===== config.mk =====
export PLATFORM = sky130hd
export DESIGN_NAME = fetch_unit
export DESIGN_NICKNAME = d
export VERILOG_FILES = /design/src/rtl/fetch_unit.sv
export SDC_FILE = /design/constraint.sdc
export NUM_CORES = 1
export LEC_CHECK = 0
export ABC_AREA = 1
export CORE_ASPECT_RATIO = 1.5
export CORE_UTILIZATION = 45
export CTS_CLUSTER_SIZE = 25
export DETAILED_ROUTE_END_ITERATION = 6
export GPL_ROUTABILITY_DRIVEN = 0
export PLACE_DENSITY = 0.76
export SKIP_LAST_GASP = 1
export SYNTH_ARGS = -nofsm -noshare
export SYNTH_HDL_FRONTEND = slang
export SYNTH_SLANG_ARGS = --single-unit
export TNS_END_PERCENT = 10

===== constraint.sdc =====
create_clock -name clk -period 7.13 [get_ports clk]
set_clock_uncertainty 0.1 [all_clocks]
set_input_delay 1.0695 -clock clk [delete_from_list [all_inputs] [get_ports clk]]
set_output_delay 1.0695 -clock clk [all_outputs]
set_load 0.02 [all_outputs]

===== src/rtl/fetch_unit.sv =====
`timescale 1ns/1ps
`default_nettype none
// +--------------------------------------------------------------------------+
// | Module   : fetch_unit                                                    |
// | Purpose  : RV32 instruction-fetch front end. Sequential fetch over a     |
// |            valid/ready memory channel, DEPTH-entry in-order queue to     |
// |            decode, redirect flush with discard of in-flight responses.   |
// |            FETCH_BYPASS_EN: response forwarded to decode in same cycle.  |
// | Revision : 1.0  initial release                                          |
// +--------------------------------------------------------------------------+
module fetch_unit #(
    parameter int              XLEN     = 32,
    parameter int              DEPTH    = 4,
    parameter logic [XLEN-1:0] RESET_PC = '0
) (
    input  logic                       clk,
    input  logic                       rst,
    output logic                       imem_req_valid,
    output logic [XLEN-1:0]            imem_req_addr,
    input  logic                       imem_req_ready,
    input  logic                       imem_resp_valid,
    input  logic [31:0]                imem_resp_data,
    input  logic                       redirect_valid,
    input  logic [XLEN-1:0]            redirect_pc,
    output logic                       deq_valid,
    input  logic                       deq_ready,
    output logic [31:0]                deq_instr,
    output logic [XLEN-1:0]            deq_pc,
    output logic [XLEN-1:0]            deq_pc_plus_4,
    output logic [$clog2(DEPTH+1)-1:0] occupancy
);

    localparam int          AW      = $clog2(DEPTH);
    localparam int          OW      = $clog2(DEPTH+1);
    localparam logic [OW:0] DEPTH_W = (OW+1)'(DEPTH);

    logic [XLEN-1:0] fetch_pc_q, fetch_pc_d;
    logic [AW-1:0]   rd_ptr_q, rd_ptr_d;
    logic [AW-1:0]   wr_ptr_q, wr_ptr_d;
    logic [AW-1:0]   fill_ptr_q, fill_ptr_d;
    logic [OW-1:0]   occ_q, occ_d;
    logic [OW-1:0]   pend_q, pend_d;
    logic [OW-1:0]   drop_q, drop_d;
    logic [XLEN-1:0] pc_q    [DEPTH];
    logic [31:0]     instr_q [DEPTH];

    logic [OW-1:0]   w_filled;
    logic [OW:0]     w_budget;
    logic            w_req_fire;
    logic            w_resp_drop;
    logic            w_resp_fill;
    logic            w_byp;
    logic            w_deq_fire;

    // Entries rd..fill-1 are filled, fill..wr-1 are pending (responses are in order).
    assign w_filled    = occ_q - pend_q;
    assign w_budget    = {1'b0, occ_q} + {1'b0, drop_q};
    assign w_resp_drop = imem_resp_valid && (drop_q != '0);
    assign w_resp_fill = imem_resp_valid && (drop_q == '0) && (pend_q != '0);

    assign imem_req_valid = rst && (w_budget < DEPTH_W) && !redirect_valid;
    assign imem_req_addr  = fetch_pc_q;
    assign w_req_fire     = imem_req_valid && imem_req_ready;

`ifdef FETCH_BYPASS_EN
    assign w_byp     = (w_filled == '0) && w_resp_fill;
    assign deq_instr = w_byp ? imem_resp_data : instr_q[rd_ptr_q];
`else
    assign w_byp     = 1'b0;
    assign deq_instr = instr_q[rd_ptr_q];
`endif

    assign deq_valid     = ((w_filled != '0) || w_byp) && !redirect_valid;
    assign deq_pc        = pc_q[rd_ptr_q];
    assign deq_pc_plus_4 = deq_pc + XLEN'(4);
    assign w_deq_fire    = deq_valid && deq_ready;
    assign occupancy     = occ_q;

    always_comb begin
        fetch_pc_d = fetch_pc_q;
        rd_ptr_d   = rd_ptr_q;
        wr_ptr_d   = wr_ptr_q;
        fill_ptr_d = fill_ptr_q;
        occ_d      = occ_q;
        pend_d     = pend_q;
        drop_d     = drop_q;
        if (redirect_valid) begin
            // Every pending entry turns into a response to discard, less one already arriving now.
            fetch_pc_d = redirect_pc & ~XLEN'(3);
            rd_ptr_d   = '0;
            wr_ptr_d   = '0;
            fill_ptr_d = '0;
            occ_d      = '0;
            pend_d     = '0;
            drop_d     = drop_q + pend_q - OW'(w_resp_drop || w_resp_fill);
        end else begin
            if (w_req_fire) begin
                fetch_pc_d = fetch_pc_q + XLEN'(4);
                wr_ptr_d   = wr_ptr_q + AW'(1);
            end
            if (w_resp_drop) begin
                drop_d = drop_q - OW'(1);
            end
            if (w_resp_fill) begin
                fill_ptr_d = fill_ptr_q + AW'(1);
            end
            if (w_deq_fire) begin
                rd_ptr_d = rd_ptr_q + AW'(1);
            end
            occ_d  = occ_q + OW'(w_req_fire) - OW'(w_deq_fire);
            pend_d = pend_q + OW'(w_req_fire) - OW'(w_resp_fill);
        end
    end

    always_ff @(posedge clk or negedge rst) begin
        if (!rst) begin
            fetch_pc_q <= RESET_PC;
            rd_ptr_q   <= '0;
            wr_ptr_q   <= '0;
            fill_ptr_q <= '0;
            occ_q      <= '0;
            pend_q     <= '0;
            drop_q     <= '0;
        end else begin
            fetch_pc_q <= fetch_pc_d;
            rd_ptr_q   <= rd_ptr_d;
            wr_ptr_q   <= wr_ptr_d;
            fill_ptr_q <= fill_ptr_d;
            occ_q      <= occ_d;
            pend_q     <= pend_d;
            drop_q     <= drop_d;
        end
    end

    // Payload storage needs no reset: validity lives entirely in the counters.
    always_ff @(posedge clk) begin
        if (w_req_fire) begin
            pc_q[wr_ptr_q] <= fetch_pc_q;
        end
        if (w_resp_fill && !redirect_valid) begin
            instr_q[fill_ptr_q] <= imem_resp_data;
        end
    end

endmodule
`default_nettype wire


==> impl_metrics.env <==
export IMPL_status="finished clean"
export IMPL_fmax_ghz=0.1754
export IMPL_drt_iter0_drc=593
export IMPL_hp_class="flop to flop"
export IMPL_syn_to_final_growth_pct=22.59
export IMPL_htreeDepth=1
export IMPL_cts_hold_buffers=0
export IMPL_postRouteAntennaNets=0
export IMPL_syn_cell_area_um2=14020
export IMPL_fin_nets=1741
export IMPL_synth_seq_cells=293
export IMPL_ir_drop_uv=252.4
export IMPL_maxSlewHeadroom_pct=25.97
export IMPL_postSynthCellCount=1467
export IMPL_startpoint_type="flop"
export IMPL_worst_pin_slew_ps=1108
export IMPL_cts_buffers_inserted=26
export IMPL_ys_seq_area_share_pct=61.17
export IMPL_setup_violations_final=0
export IMPL_fillers=2585
export IMPL_grt_max_degree=67
export IMPL_wl_per_cell_um=16.68
export IMPL_die_w_um=146.1
export IMPL_final_common_cell="nand2_1"
export IMPL_arrival_ps=4530
export IMPL_numClockSinks=293
export IMPL_drv_cap=0
export IMPL_grt_overflow=0
export IMPL_diodes=0
export IMPL_finalSetupTns_ps=0
export IMPL_cp_end_kind="output port"
export IMPL_p_leak_uw=0.006807
export IMPL_initial_core_util_pct=46.03
export IMPL_drc=0
export IMPL_num_rows=78
export IMPL_die_y_um=218.1
export IMPL_cp_required_ps=5960
export IMPL_finalCritPeriodShare_pct=79.98
export IMPL_routed_wirelength_um=34450
export IMPL_hold_violations=0
export IMPL_ys_types=34
export IMPL_cts_max_path_buffers=3
export IMPL_cp_max_fo=64
export IMPL_portBuffers=194
export IMPL_clock_latency_ps=550
export IMPL_track_usage_pct=21.77
export IMPL_grt_pass1_wl_um=53940
export IMPL_synth_warnings=0
export IMPL_num_vias=10770
export IMPL_cts_setup_buffers=0
export IMPL_antenna_found_initial=1
export IMPL_via_per_inst=5.217
export IMPL_drive_above_1_share_pct=5.045
export IMPL_coreArea_um2=30450
export IMPL_r2r_slack_ps=4070
export IMPL_power_density_nw_per_um2=312.7
export IMPL_crit_type="flop to output port"
export IMPL_cts_tree="yes"
export IMPL_syn_avg_cell_area_um2=9.554
export IMPL_whs_ps=468.3
export IMPL_maxSlewViolCount=0
export IMPL_hpwl_um=23170
export IMPL_cts_root_buffer="clkbuf_16"
export IMPL_clkSlewWorstSetupHoldPaths_ps=80
export IMPL_firstDrtPassIters=7
export IMPL_grt_setup_unrepaired="no"
export IMPL_most_common_layout_cells="481 x nand2_1, 248 x edfxtp_1, 193 x clkdlybuf4s50_1, 162 x nor2_1, 113 x inv_1"
export IMPL_fp_dieArea_um2=31870
export IMPL_ios=203
export IMPL_grt_pass1_vias=10660
export IMPL_cts_resized=0
export IMPL_layout_min_cycle_time_ps=5702
[cells by family after synthesis]
logic type / synth area share, %
AND/OR/NAND/NOR: 22.59
flip-flops: 61.17
buffers and inverters: 5.454
AO/OA/AOI/OAI: 5.588
XOR/XNOR: 2.687
adder cells (fa/ha/maj): 2.482
other: 0.02676
[final timing paths]
check / startpoint / end / cells after the start
worst max-delay path: rd_ptr_q[0] / deq_pc_plus_4[29] / 13
worst min-delay path: imem_req_addr[31] / pc_q[2][31] / 0
worst max register to register: occupancy[1] / pend_q[2] / 12
worst min register to register: imem_req_addr[31] / pc_q[2][31] / 0
max in group asynchronous: rst / rd_ptr_q[0] / 2
min in group asynchronous: rst / imem_req_addr[12] / 2
[state kept, by name, summed over array words and instances (netlist names)]
register and count:
fill_ptr_q 2, wr_ptr_q 2, pend_q 3, imem_req_addr 30
rd_ptr_q 2, pc_q 120, instr_q 128, occupancy 3
drop_q 3
[layout make-up]
type / count / area, um^2 / share of cell area, %
Inverter: 117 / 440.4 / 2.563
Tap cell: 400 / 500.5 / 2.913
Clock inverter: 10 / 97.59 / 0.5680
Clock buffer: 38 / 809.5 / 4.711
Multi-Input combinational cell: 1002 / 4737 / 27.57
Sequential cell: 293 / 8578 / 49.92
Timing Repair Buffer: 205 / 2019 / 11.75
[layer usage]
layer | track usage [%] | share of wire (%) | wire length (um)
met5 | 0 | 0.032 | 11
met4 | 10.42 | 4.2 | 1461
met3 | 3.695 | 6.4 | 2216
met2 | 41.48 | 53 | 18230
met1 | 23.11 | 36 | 12530
[metrics by stage]
stage | worst slack, ps | utilization [%] | instances | cell area, um^2 | power [uW]
after floorplan | 3230 | - | 1472 | 14030 | 3208
after detailed placement | 2003 | 53.45 | 2017 | 16280 | 3955
after CTS | 1411 | 56.43 | 2065 | 17180 | 5405
after global routing | 1086 | 56.43 | 2065 | 17180 | 5642
final | 1428 | 56.43 | 2065 | 17180 | 5373
after global placement | 2060 | 53.45 | 2017 | 16280 | 3909
[power breakdown]
part           internal (uW)  switching (uW)  total (uW)
clock                    832             614        1450
combinational            715            1090        1800
sequential              1960             159        2120
[synth_stat cells (all sizes together)]
cell type | number | area (um^2)
a21oi | 6 | 30.03
a31oi | 1 | 6.260
a32oi | 1 | 8.760
buf | 34 | 227.7
clkbuf | 26 | 97.59
conb | 1 | 3.750
dfrtp | 45 | 1126
edfxtp | 248 | 7447
fa | 3 | 60.06
ha | 23 | 287.8
inv | 117 | 439.2
nand2 | 486 | 1837
nand3 | 96 | 480.5
nand3b | 1 | 7.510
nand4 | 9 | 56.30
nor2 | 175 | 684.4
nor3 | 13 | 75.07
nor3b | 1 | 7.510
o211ai | 9 | 67.56
o21ai | 94 | 470.5
o22ai | 32 | 200.2
or2 | 3 | 18.77
xnor2 | 8 | 70.07
xor2 | 35 | 306.5
[worst max-delay path, stage by stage (launching register included)]
cell and delay (ps):
dfrtp_4 740, clkinv_2 680, buf_4 570, nand2_1 130, nand2_1 90, nand2_1 50
nand2_1 190, nand2_1 110, nor2_1 190, nand2_1 80, nor2_1 300, nand3_1 120
nand2_1 90, clkdlybuf4s50_1 600
Power figures use the tool's default switching activity.
==> RTL change: new RTL, same flow settings <==
The parameter `XLEN` goes from 32 to 36.
--- a/src/rtl/fetch_unit.sv
+++ b/src/rtl/fetch_unit.sv
@@ -11,3 +11,3 @@
 module fetch_unit #(
-    parameter int              XLEN     = 32,
+    parameter int              XLEN     = 36,
     parameter int              DEPTH    = 4,
Ports: changed (resized deq_pc, deq_pc_plus_4, imem_req_addr and redirect_pc); port bits go from 203 to 219. The function was not compared with the original's and may differ.
==> RTL change against the original RTL <==
- sequential share of layout area increased by 1.0 points
- non-clock buffer count increased by 16
- sequential cell count increased by 20
- synthesized area increased by 5.5%
- via count increased by 2.5%
- final area increased by 4.7%
- total power increased by 2.5%
- final cell count increased by 1.1%
- count of clock-buffer cells in the layout decreased by 1
- wire length increased by 5.4%
- global-route usage decreased by 0.16 points
- setup slack improved by 0.51 ns
==> RTL change: results (changes against the original RTL) <==
Dpl hpwl: 24,400 um (was 23,200 um)
Seq/Total Area, Yosys: 61.9% (was 61.2%)
Reg with most FFs: pc_q (was instr_q)
Clock network power share: 24.1% (was 26.9%)
Maximum fanout along the worst path: 69 (was 64)
Initial antenna violation count: 3 (was 1)
Syn Area/Cell: 10.1 um^2 (was 9.55 um^2)
Multi-input combinational area share: 27.3% (was 27.6%)
Synth async-reset ratio: 15.7% (was 15.4%)
Hold Path Stages: 2 (was 0)
Status: finished clean (unchanged)
Min-Delay Endpoint: fill_ptr_q[1] (was pc_q[2][31])
Vias in the first global route: 10,900 (was 10,700)
# placed instances: 2,037 (was 2,017)
Layout net count: 1,750 (was 1,741)
Pre-CTS setup slack: 2.52 ns (was 2.00 ns)
Yosys cell types: 38 (was 34)
Fin util: 55.5% (was 56.4%)
Area after DPL: 17,200 um^2 (was 16,300 um^2)
Final hold slack: 0.445 ns (was 0.468 ns)
Routed wire per std cell: 17.4 um (was 16.7 um)
Worst setup path endpoint: deq_pc_plus_4[20] (was deq_pc_plus_4[29])
Sink Count: 313 (was 293)
DRT Pass-1 Iters: 5 (was 7)
Reg2Reg Setup Slack: 4.14 ns (was 4.07 ns)
Port bufs: 210 (was 194)
DRT iter0 DRCs: 679 (was 593)
[RTL change: cell types whose count changed after synthesis, sizes merged, moves of 5 or more]
cell | unedited run | this run
nand2 | 486 | 411
nand3 | 96 | 115
nor2 | 175 | 192
edfxtp | 248 | 264
o211ai | 9 | 21
o21ai | 94 | 85
buf | 34 | 40
xor2 | 35 | 41
inv | 117 | 112
nand4 | 9 | 4
[RTL change: logic make-up (layout without fill, tap and decap cells)]
logic type,after synthesis,in the layout,share of synthesized area [%]
AND/OR/NAND/NOR,744,744,21.7
flip-flops,313,313,61.9
buffers and inverters,175,382,5.32
AO/OA/AOI/OAI,148,148,5.69
XOR/XNOR,51,51,3.02
adder cells (fa/ha/maj),26,26,2.35
other,1,8,0.0254
[RTL change: routing by layer]
metal	wire length, um	part of all wire [%]	global-route usage [%]	up-vias
met5	26	0.072	0	-
met4	1530	4.2	10.4	4
met3	2560	7.1	4.20	103
met2	19000	52	39.6	413
met1	13200	36	23.5	5248
li1	-	-	-	5274
